**src/rtl/i2c_byte_ctrl.sv**
```systemverilog
// Byte-level I2C master: START / repeated START, write byte, read byte and STOP
// commands driving open-drain SCL/SDA enables, with ACK sampling and clock stretching.
module i2c_byte_ctrl #(
  parameter int LOW_CYC  = 125,
  parameter int HIGH_CYC = 71
) (
  input  logic       CLK,
  input  logic       RST,
  input  logic       cmd_valid,
  output logic       cmd_ready,
  input  logic       cmd_start,
  input  logic       cmd_write,
  input  logic       cmd_read,
  input  logic       cmd_stop,
  input  logic       cmd_rd_nack,
  input  logic [7:0] wr_data,
  output logic [7:0] rd_data,
  output logic       ack_err,
  output logic       done,
  output logic       busy,
  input  logic       scl_i,
  input  logic       sda_i,
  output logic       scl_t,
  output logic       sda_t
);

  localparam int CW = 16;
  localparam logic [CW-1:0] LOW_END  = CW'(LOW_CYC - 1);
  localparam logic [CW-1:0] HIGH_END = CW'(HIGH_CYC - 1);
  localparam logic [CW-1:0] LOW_MID  = CW'(LOW_CYC / 2);
  localparam logic [CW-1:0] HIGH_MID = CW'(HIGH_CYC / 2);

  typedef enum logic [3:0] {
    IDLE     = 4'd0,
    RS_LO    = 4'd1,
    START_A  = 4'd2,
    START_B  = 4'd3,
    BIT_LO   = 4'd4,
    BIT_HI   = 4'd5,
    ACK_LO   = 4'd6,
    ACK_HI   = 4'd7,
    HOLD     = 4'd8,
    STOP_LO  = 4'd9,
    STOP_HI  = 4'd10,
    STOP_END = 4'd11
  } state_t;

  state_t        state;
  state_t        next_state;
  logic [CW-1:0] cnt;
  logic [2:0]    bit_cnt;
  logic [7:0]    shreg;
  logic          q_write;
  logic          q_byte;
  logic          q_stop;
  logic          q_nack;
  logic          scl_meta;
  logic          scl_sync;
  logic          sda_meta;
  logic          sda_sync;
  logic          scl_d1;
  logic          scl_d2;
  logic          accept;
  logic          cmd_byte;
  logic          stretch;
  logic          done_nx;
  logic          sda_nx;

  function automatic logic scl_level(input state_t s);
    case (s)
      RS_LO, BIT_LO, ACK_LO, HOLD, STOP_LO: scl_level = 1'b0;
      default:                              scl_level = 1'b1;
    endcase
  endfunction

  assign accept   = cmd_valid && cmd_ready;
  assign cmd_byte = cmd_write || cmd_read;
  // scl_d2 tracks our own release through the same two-flop delay as scl_sync,
  // so only a slave holding SCL low beyond that lag counts as stretching.
  assign stretch  = scl_t && scl_d2 && !scl_sync;

  // Pad synchronisers and delayed copy of the SCL enable.
  always_ff @(posedge CLK) begin
    if (RST) begin
      scl_meta <= 1'b1;
      scl_sync <= 1'b1;
      sda_meta <= 1'b1;
      sda_sync <= 1'b1;
      scl_d1   <= 1'b1;
      scl_d2   <= 1'b1;
    end else begin
      scl_meta <= scl_i;
      scl_sync <= scl_meta;
      sda_meta <= sda_i;
      sda_sync <= sda_meta;
      scl_d1   <= scl_t;
      scl_d2   <= scl_d1;
    end
  end

  // Next-state and completion-pulse decode.
  always_comb begin
    next_state = state;
    done_nx    = 1'b0;
    case (state)
      IDLE: begin
        if (accept && (cmd_byte || cmd_start)) begin
          next_state = START_A;
        end else if (accept) begin
          done_nx = 1'b1;
        end else begin
          next_state = IDLE;
        end
      end
      RS_LO:   next_state = (cnt == LOW_END)  ? START_A : RS_LO;
      START_A: next_state = (cnt == HIGH_END) ? START_B : START_A;
      START_B: begin
        if (cnt != HIGH_END) begin
          next_state = START_B;
        end else if (q_byte) begin
          next_state = BIT_LO;
        end else if (q_stop) begin
          next_state = STOP_LO;
        end else begin
          next_state = HOLD;
          done_nx    = 1'b1;
        end
      end
      BIT_LO: next_state = (cnt == LOW_END) ? BIT_HI : BIT_LO;
      BIT_HI: begin
        if (cnt != HIGH_END) begin
          next_state = BIT_HI;
        end else if (bit_cnt == 3'd7) begin
          next_state = ACK_LO;
        end else begin
          next_state = BIT_LO;
        end
      end
      ACK_LO: next_state = (cnt == LOW_END) ? ACK_HI : ACK_LO;
      ACK_HI: begin
        if (cnt != HIGH_END) begin
          next_state = ACK_HI;
        end else if (q_stop) begin
          next_state = STOP_LO;
        end else begin
          next_state = HOLD;
          done_nx    = 1'b1;
        end
      end
      HOLD: begin
        if (!accept) begin
          next_state = HOLD;
        end else if (cmd_start) begin
          next_state = RS_LO;
        end else if (cmd_byte) begin
          next_state = BIT_LO;
        end else if (cmd_stop) begin
          next_state = STOP_LO;
        end else begin
          done_nx = 1'b1;
        end
      end
      STOP_LO: next_state = (cnt == LOW_END)  ? STOP_HI : STOP_LO;
      STOP_HI: next_state = (cnt == HIGH_END) ? STOP_END : STOP_HI;
      STOP_END: begin
        if (cnt == HIGH_END) begin
          next_state = IDLE;
          done_nx    = 1'b1;
        end else begin
          next_state = STOP_END;
        end
      end
      default: next_state = IDLE;
    endcase
  end

  // SDA enable: fixed levels on START/STOP state entry, mid-low updates for bits.
  always_comb begin
    sda_nx = sda_t;
    if (next_state != state) begin
      case (next_state)
        IDLE, RS_LO, START_A, STOP_END: sda_nx = 1'b1;
        START_B, STOP_LO, STOP_HI:      sda_nx = 1'b0;
        default:                        sda_nx = sda_t;
      endcase
    end else if (state == BIT_LO && cnt == LOW_MID) begin
      sda_nx = q_write ? shreg[7] : 1'b1;
    end else if (state == ACK_LO && cnt == LOW_MID) begin
      sda_nx = q_write ? 1'b1 : q_nack;
    end else begin
      sda_nx = sda_t;
    end
  end

  // State, phase counter, command capture, data path and registered outputs.
  always_ff @(posedge CLK) begin
    if (RST) begin
      state     <= IDLE;
      cnt       <= '0;
      bit_cnt   <= 3'd0;
      shreg     <= 8'h00;
      q_write   <= 1'b0;
      q_byte    <= 1'b0;
      q_stop    <= 1'b0;
      q_nack    <= 1'b0;
      rd_data   <= 8'h00;
      ack_err   <= 1'b0;
      done      <= 1'b0;
      busy      <= 1'b0;
      cmd_ready <= 1'b1;
      scl_t     <= 1'b1;
      sda_t     <= 1'b1;
    end else begin
      state     <= next_state;
      scl_t     <= scl_level(next_state);
      sda_t     <= sda_nx;
      done      <= done_nx;
      busy      <= (next_state != IDLE);
      cmd_ready <= (next_state == IDLE) || (next_state == HOLD);
      if ((next_state != state) || stretch) begin
        cnt <= '0;
      end else begin
        cnt <= cnt + CW'(1);
      end
      if (accept) begin
        q_write <= cmd_write;
        q_byte  <= cmd_byte;
        q_stop  <= cmd_stop;
        q_nack  <= cmd_rd_nack;
        shreg   <= wr_data;
        bit_cnt <= 3'd0;
        ack_err <= 1'b0;
      end else if (state == BIT_HI && next_state != BIT_HI) begin
        shreg   <= {shreg[6:0], 1'b0};
        bit_cnt <= bit_cnt + 3'd1;
      end
      if (state == BIT_HI && cnt == HIGH_MID && !q_write) begin
        rd_data <= {rd_data[6:0], sda_sync};
      end
      if (state == ACK_HI && cnt == HIGH_MID && q_write) begin
        ack_err <= sda_sync;
      end
    end
  end

endmodule

```
**config.mk**
```make
export PLATFORM = sky130hd
export DESIGN_NAME = i2c_byte_ctrl
export DESIGN_NICKNAME = d
export VERILOG_FILES = /design/src/rtl/i2c_byte_ctrl.sv
export SDC_FILE = /design/constraint.sdc
export NUM_CORES = 1
export LEC_CHECK = 0
export CORE_UTILIZATION = 40
export CTS_CLUSTER_DIAMETER = 200
export CTS_CLUSTER_SIZE = 12
export DETAILED_ROUTE_END_ITERATION = 10
export SLEW_MARGIN = 20
export SYNTH_ARGS = -nofsm -noshare
export SYNTH_HDL_FRONTEND = slang
export SYNTH_SLANG_ARGS = --single-unit
export TNS_END_PERCENT = 10
```
**constraint.sdc**
```tcl
create_clock -name CLK -period 6.55 [get_ports CLK]
set_input_delay 1.31 -clock CLK [delete_from_list [all_inputs] [get_ports CLK]]
set_output_delay 1.31 -clock CLK [all_outputs]
set_load 0.005 [all_outputs]
```
==> After elaboration in Yosys (flattened, before gate mapping) <==
Index checks and enable logic that the tools add are counted.
{ "word_totals": {"word_cells": 124, "out_inout_bits": 14, "reg_bits": 55} }
{ "op_classes": {"n_mux": 43, "n_eq_ne": 29, "n_reduce_logical": 29, "addsub": 2} }
{ "op_table": {"columns": ["op", "count"], "rows": [
  ["4-bit one-hot mux with 12 select lines", 1],
  ["4-bit two-way mux", 10],
  ["16-bit by 6-bit equality test with 1-bit output (second input constant)", 2],
  ["16-bit by 7-bit equality test with 1-bit output (second input constant)", 2],
  ["4-bit equality test (second input constant)", 8],
  ["4-bit by 3-bit equality test with 1-bit output (second input constant)", 6],
  ["1-bit two-way mux", 24],
  ["16-bit by 1-bit adder with 16-bit output (second input constant)", 1],
  ["4-bit by 2-bit equality test with 1-bit output (second input constant)", 4],
  ["8-bit two-way mux", 2],
  ["16-bit by 7-bit != test with 1-bit output (second input constant)", 1],
  ["1-bit logical AND", 11],
  ["4-bit by 1-bit equality test with 1-bit output (second input constant)", 2],
  ["4-bit logical NOT", 2],
  ["2-bit two-way mux", 4],
  ["1-bit one-hot mux with 5 select lines", 1],
  ["5-bit OR reduction", 1],
  ["1-bit logical OR", 4],
  ["4-bit by 3-bit != test with 1-bit output (second input constant)", 1],
  ["4-bit != test", 1],
  ["2-bit nonzero test", 2],
  ["4-bit nonzero test", 1],
  ["2-bit OR reduction", 2],
  ["4-bit OR reduction", 1],
  ["8 further kinds", 9]
]} }

==> Longest topological paths before layout <==
Gate-level depths: netlist of the first run.
{ "logic_depth": {"depth_word": 9, "depth_mapped": 12, "depth_no_buf": 9} }

==> Worst setup path after synthesis of the first run <==
No wires, ideal clock.
{ "synth_timing": {"path_type": "input to register", "from": "input cmd_write", "to": "register cnt[9]", "path_slack_ns": 3.225, "arrival_ns": 3.262, "path_stages": 9, "required_time_ns": 6.487, "path_cell_list": "or3_1 > a31oi_1 > a21oi_1 > o41ai_1 > nand3b_1 > or4_1 > buf_4 > buf_12 > nor2_4"} }
{ "synth_between": {"elab_chain_len": 8, "elab_cells_between_ends": 11, "classes_between": "eq/ne: 1; mux: 5; reduce/logical: 5"} }
{ "synth_lines": {"columns": ["item", "line", "source"], "rows": [
  ["from (decl)", "12", "input logic cmd_write,"],
  ["1-bit logical OR *", "77", "assign cmd_byte = cmd_write || cmd_read;"],
  ["4-bit two-way mux / 1-bit logical OR (equally long branches)", "155, 107", null],
  ["4-bit two-way mux / 1-bit logical AND (equally long branches)", "153, 107", null],
  ["4-bit two-way mux (on tied branches)", "151, 107", null],
  ["4-bit one-hot mux with 12 select lines *", "105", "case (state)"],
  ["4-bit != test *", "220", "if ((next_state != state) || stretch) begin"],
  ["1-bit logical OR *", "220", null],
  ["2-bit OR reduction (no line) *", null, null],
  ["to (signal assigned)", "223", "cnt <= cnt + CW'(1);"],
  ["to (decl)", "50", "logic [CW-1:0] cnt;"]
]} }
Every way passes the cells marked *; elsewhere a longest branch is shown, timed or not.
A chain may end at the register's enable or synchronous reset.

==> Worst setup path after layout of the first run <==
{ "layout_timing": {"from": "input cmd_write", "to": "register cnt[15]"} }
The elaborated chain is that of the path after synthesis.

==> flow_summary.yaml, run 1 <==
setup_path:
  path_cells: "clkdlybuf4s50_1 > or3_1 > a31oi_1 > a21oi_1 > o41ai_1 > nand3b_1 > or4_1 > nor2_1"
  crit_path_top_delay_cell: "or4_1"
  worst-path-buf-inv: 1
  cpPeakStageDelay_ps: 970
  worstPathRequired_ps: 6790
  r2r-end: "cnt[15]"
  r2r-start: "cnt[0]"
  end_kind: "flip-flop"
  rr_worst_depth: 9
  critical_path.max_fanout: 16
  reg2reg_slack_ps: 3330
  critPathArrivalTime_ps: 4240
  path_class: "primary input to flip-flop"
  crit_family: "simple AND/OR/NAND/NOR gates"
  startpoint: "cmd_write"
  start_kind: "primary input"
route:
  drc: 0
  wirelength_um: 5860
  dr_wl_met3_um: 202
  wire_per_inst_um: 13.9
  drt_first_pass_iters: 4
  wl_met1_um: 3080
  antenna_left: 0
  highest_layer: "met4"
  met2_length_um: 2510
  first_iter_violations: 129
  num_vias: 2264
  vias_per_cell: 5.36
sta:
  finClkSkew_ps: 10.8
  fmax_ghz: 0.250
  min_period_ps: 4000
  hold_viol: 0
  relSlewSlack: 0.298
  tightest_slew_ps: 1050
  drv_slew: 0
  rsz0062_at_grt: "false"
  whs_ps: 421
  setup_violations: 0
  post-route-period-util: 0.610
  fin_setup_tns_ps: 0
clock_network:
  root_buffer: "clkbuf_8"
  cts_hold_buf: 0
  clock_path_buffers: 2
  h-tree-depth: 2
  clock_latency_ps: 310
  cts_tree: "yes"
  cts_setup_buffers: 0
  cts-buffers-inserted: 5
  post_cts_resized: 0
  clkTransAtPathRegs_ps: 100
  numClockSinks: 55
synth:
  ys_seq_elements: 55
  syn-num-nets: 341
  synth_edf_count: 0
  yosysTopAreaCell: "dfxtp_1"
  synth_common_cells: "dfxtp_1 (55), nor2_1 (40), nand2_1 (36)"
  syn_area_um2: 2790
  synth_flop_cell: "dfxtp_1"
  synthArstFlopShare: 0
  synth_warnings: 0
  synth_top_area_share: 0.395
  synth_area_leaders: "dfxtp_1 (39%), nor2_1 (5.4%), nand2_1 (4.8%)"
  ys_seq_area_frac: 0.395
  synth.distinct_cells: 58
  synth_area_per_cell_um2: 8.77
  syn_inst: 318
  yosysMostFrequentCell: "dfxtp_1"
placement:
  dpl_cell_area_um2: 3120
  dp_cells: 414
  gp_congestion: 0.867
  io_buffers: 31
  dp_hpwl_um: 4200
final_layout:
  n_antenna_cell: 0
  drive_gt1_frac: 0.0936
  layout.nets: 364
  fin_cells: 422
  areaGrowthSynthToFinish_pct: 15.2
  final_area_um2: 3210
  post-route-util: 0.476
global_routing:
  grt_max_degree: 35
  grt_pass1_wl_um: 9960
  first_global_vias: 2058
  grt_overflow: 0
  track_usage: 0.170
  antenna_found_initial: 0
pwr:
  netSwitchingPower_uw: 159
  power_frac_seq: 0.581
  cellPowerDensity_nw_per_um2: 189
  power_frac_comb: 0.098
  p_leak_nw: 1.19
  internal_power_uw: 450
  swShare: 0.261
  ir_worst_vdd_v: 0.0000756
  power_frac_clock: 0.321
floorplanning:
  die_w_um: 85.5
  die_height_um: 85.5
  coreArea_um2: 6760
  start_util: 0.413
  std_cell_rows: 30
  dieArea_um2: 7310
  io_pins: 32
min_path:
  timing.hold.worst_path_depth: 1
  hp-class: "flip-flop to flip-flop"
  hold_end: "scl_d2"
  worstHoldStart: "scl_d1"
job:
  max_cap_viol_count: 0
status:
  status: "finished clean"
-- per-stage QoR --
step                      worst slack (ps)  total power [mW]
after floorplan                       3230             0.399
after global placement                2310             0.420
after detailed placement              2200             0.421
after CTS                             2550             0.619
after global routing                  2390             0.641
final                                 2550             0.609
-- cell families (layout without fill, tap and decap cells) --
kind of cell    Yosys count  count (layout)  synth area share
simple gates            157             157             0.318
flops                    55              55             0.395
compound gates           49              49             0.131
buf+inv                  25              49            0.0435
xor+xnor                 15              15            0.0471
mux                      12              12            0.0431
fa+ha+maj                 5               5            0.0224
-- placed cells by master, fill, tap and decap left out, types with 3 or more instances in the layout --
cell              n
a211o_1           3
a211oi_1          3
a21oi_1          11
a311oi_1          7
and2_1            3
and3_1            5
clkbuf_8          5
clkdlybuf4s50_1  31
dfxtp_1          55
ha_1              5
inv_1             9
mux2i_1          12
nand2_1          36
nand2b_1          5
nand3_1          10
nand3b_1          4
nand4_1           5
nand4b_1          3
nor2_1           40
nor2_4            8
nor3_1            9
nor4_1            5
o21ai_0           3
or2_2             7
or3_1             3
xnor2_1           4
xor2_1           11
-- worst reg2reg max path: stages, from the launching register on --
cell	delay (ps)
dfxtp_1	450
inv_1	100
ha_1	240
nand3b_1	130
and4b_1	290
a211o_2	370
and4bb_4	220
mux2i_1	140
or4_1	1000
nor2_1	230
-- power groups by stage --
stage          registers [mW]  clock network [mW]  logic (mW)
2_1_floorplan           0.358                   0      0.0413
3_3_place_gp            0.361                   0      0.0589
3_5_place_dp            0.361                   0      0.0595
4_1_cts                 0.354               0.206      0.0597
5_1_grt                 0.355               0.218      0.0668
6_report                0.354               0.196      0.0595
-- per-layer routing --
layer | vias to the layer above | GRT usage
met5 | - | 0
met1 | 1053 | 0.251
li1 | 1169 | -
met4 | 0 | 0.0485
met3 | 5 | 0.0356
met2 | 37 | 0.251
-- sequential cells by signal (all words and copies together), names as in the netlist, 3 cells and up --
register,flops
rd_data,8
state,4
bit_cnt,3
cnt,16
shreg,8
-- worst max path at each step --
| stage | to | slack [ps] | cells after the start |
|---|---|---|---|
| 3_5_place_dp | cnt[11] | 2200 | 8 |
| 4_1_cts | cnt[2] | 2550 | 8 |
| 3_3_place_gp | cnt[13] | 2310 | 8 |
| 5_1_grt | cnt[13] | 2390 | 8 |
| 6_report | cnt[15] | 2550 | 8 |
| 2_1_floorplan | cnt[9] | 3230 | 9 |
-- cell type report --
| cell class | count | area (µm²) |
|---|---|---|
| sequential | 55 | 1100 |
| fill | 673 | 3540 |
| multi-input combinational | 238 | 1570 |
| tap | 80 | 100 |
| timing repair buffer | 32 | 318 |
| clock inverter | 3 | 25.0 |
| clock buffer | 5 | 68.8 |
| inverter | 9 | 33.8 |
No activity file was read; power rests on OpenSTA's default activity.
==> run 2: changes to the inputs <==
- clock period: 6.55 -> 3.9 ns (I/O delays scaled with it)
==> flow_summary.yaml, run 2 (synthesis results as in run 1) <==
final_layout:
  multi_input_area_um2: 1570
  areaGrowthSynthToFinish_pct: 16.1
  n_antenna_cell: 0
  seq_area_um2: 1100
  layout_common_cells: "dfxtp_1 (55), nor2_1 (40), nand2_1 (36), clkdlybuf4s50_1 (31), mux2i_1 (12)"
  fillCellCount: 663
  largest_register_ffs: 16
  drive_gt1_frac: 0.101
  regMostFlops: "cnt"
  layout_commonest_cell: "dfxtp_1"
  reg_top3: "cnt x16, rd_data x8, shreg x8"
  layout.nets: 367
route:
  first_iter_violations: 125
  num_vias: 2265
  wirelength_um: 5790
  vias_per_cell: 5.33
  drc: 0
  drt_first_pass_iters: 4
  wire_per_inst_um: 13.6
  antenna_left: 0
setup_path:
  path_class: "primary input to flip-flop"
  r2r-start: "cnt[0]"
  crit_path_top_delay_cell: "or4_1"
  end_kind: "flip-flop"
  cpPeakStageDelay_ps: 490
  critPathArrivalTime_ps: 3370
  crit_family: "simple AND/OR/NAND/NOR gates"
  reg2reg_slack_ps: 1000
  worst-path-buf-inv: 2
  worstPathRequired_ps: 4150
  critical_path.max_fanout: 16
  path_cells: "clkdlybuf4s50_1 > or3_1 > a31oi_1 > a21oi_1 > o41ai_1 > nand3b_1 > or4_1 > buf_4 > nor2_1"
  startpoint: "cmd_write"
  start_kind: "primary input"
clock_network:
  cts_tree: "yes"
  post_cts_resized: 0
  clock_path_buffers: 2
  cts_hold_buf: 0
  h-tree-depth: 2
  cts_setup_buffers: 0
  cts-buffers-inserted: 5
  root_buffer: "clkbuf_8"
  clkTransAtPathRegs_ps: 100
  clock_latency_ps: 320
  numClockSinks: 55
sta:
  drv_slew: 0
  fmax_ghz: 0.320
  relSlewSlack: 0.616
  setup_violations: 0
  tightest_slew_ps: 575
  whs_ps: 422
  rsz0062_at_grt: "false"
  finClkSkew_ps: 11.5
  fin_setup_tns_ps: 0
  post-route-period-util: 0.801
  min_period_ps: 3120
  hold_viol: 0
floorplanning:
  std_cell_rows: 30
  io_pins: 32
  coreArea_um2: 6760
  dieArea_um2: 7310
  die_height_um: 85.5
  start_util: 0.413
  die_w_um: 85.5
pwr:
  totalPowerFinal_mw: 1.03
  ir_worst_vdd_v: 0.000160
  p_leak_nw: 1.20
  cellPowerDensity_nw_per_um2: 319
placement:
  dp_hpwl_um: 4220
  gp_congestion: 0.882
  io_buffers: 31
job:
  max_cap_viol_count: 0
min_path:
  hp-class: "flip-flop to flip-flop"
  worstHoldStart: "scl_d1"
status:
  status: "finished clean"
global_routing:
  grt_max_degree: 35
  antenna_found_initial: 0
  track_usage: 0.169
  grt_pass1_wl_um: 9970
  first_global_vias: 2101
  grt_overflow: 0
## run 2: cell types whose count changed in the layout (fill, tap and decap cells not counted), sizes merged
cell  delta
buf      +3
## run 2: per-layer routing
metal,routed length [µm],track usage,vias to the layer above,share of wire
met4,56,0.0485,0,0.0097
li1,-,-,1178,-
met1,3070,0.250,1045,0.53
met2,2480,0.247,37,0.43
met5,0,0,-,0
met3,177,0.0356,5,0.031
## run 2: path summary, 6_finish.rpt
check	to	cells past startpoint
max	cnt[13]	9
min	scl_d2	1
max reg2reg	cnt[13]	10
min reg2reg	scl_d2	1
## run 2: where the power goes
| group | internal (mW) | total (mW) | switching (mW) | leakage, nW |
|---|---|---|---|---|
| Sequential | 0.579 | 0.594 | 0.0151 | 0.448 |
| Clock | 0.133 | 0.335 | 0.202 | 0.0467 |
| Combinational | 0.0477 | 0.102 | 0.0544 | 0.710 |
| Total | 0.760 | 1.03 | 0.271 | 1.20 |
## run 2: per-stage QoR
| stage | setup WS (ps) | cells | util | area, µm² |
|---|---|---|---|---|
| after floorplan | 1110 | 318 | - | 2790 |
| after detailed placement | 472 | 417 | 0.465 | 3140 |
| after global routing | 639 | 425 | 0.479 | 3240 |
| after global placement | 532 | 417 | 0.465 | 3140 |
| after CTS | 804 | 425 | 0.479 | 3240 |
| final | 776 | 425 | 0.479 | 3240 |
## run 2: worst reg2reg max path: cells and delay by family (launching register included)
| kind | cells | cell delay [ps] |
|---|---|---|
| buf+inv | 2 | 350 |
| compound gates | 1 | 370 |
| fa+ha+maj | 1 | 240 |
| flops | 1 | 450 |
| mux | 1 | 140 |
| simple gates | 5 | 1290 |
## run 2: final cells by class
cell class	instances	share of cell area
well taps	80	0.0309
clock buffers	5	0.0213
clock inverters	3	0.00850
flip-flops and latches	55	0.340
multi-input cells	238	0.484
inverters	9	0.0104
repair buffers	35	0.105
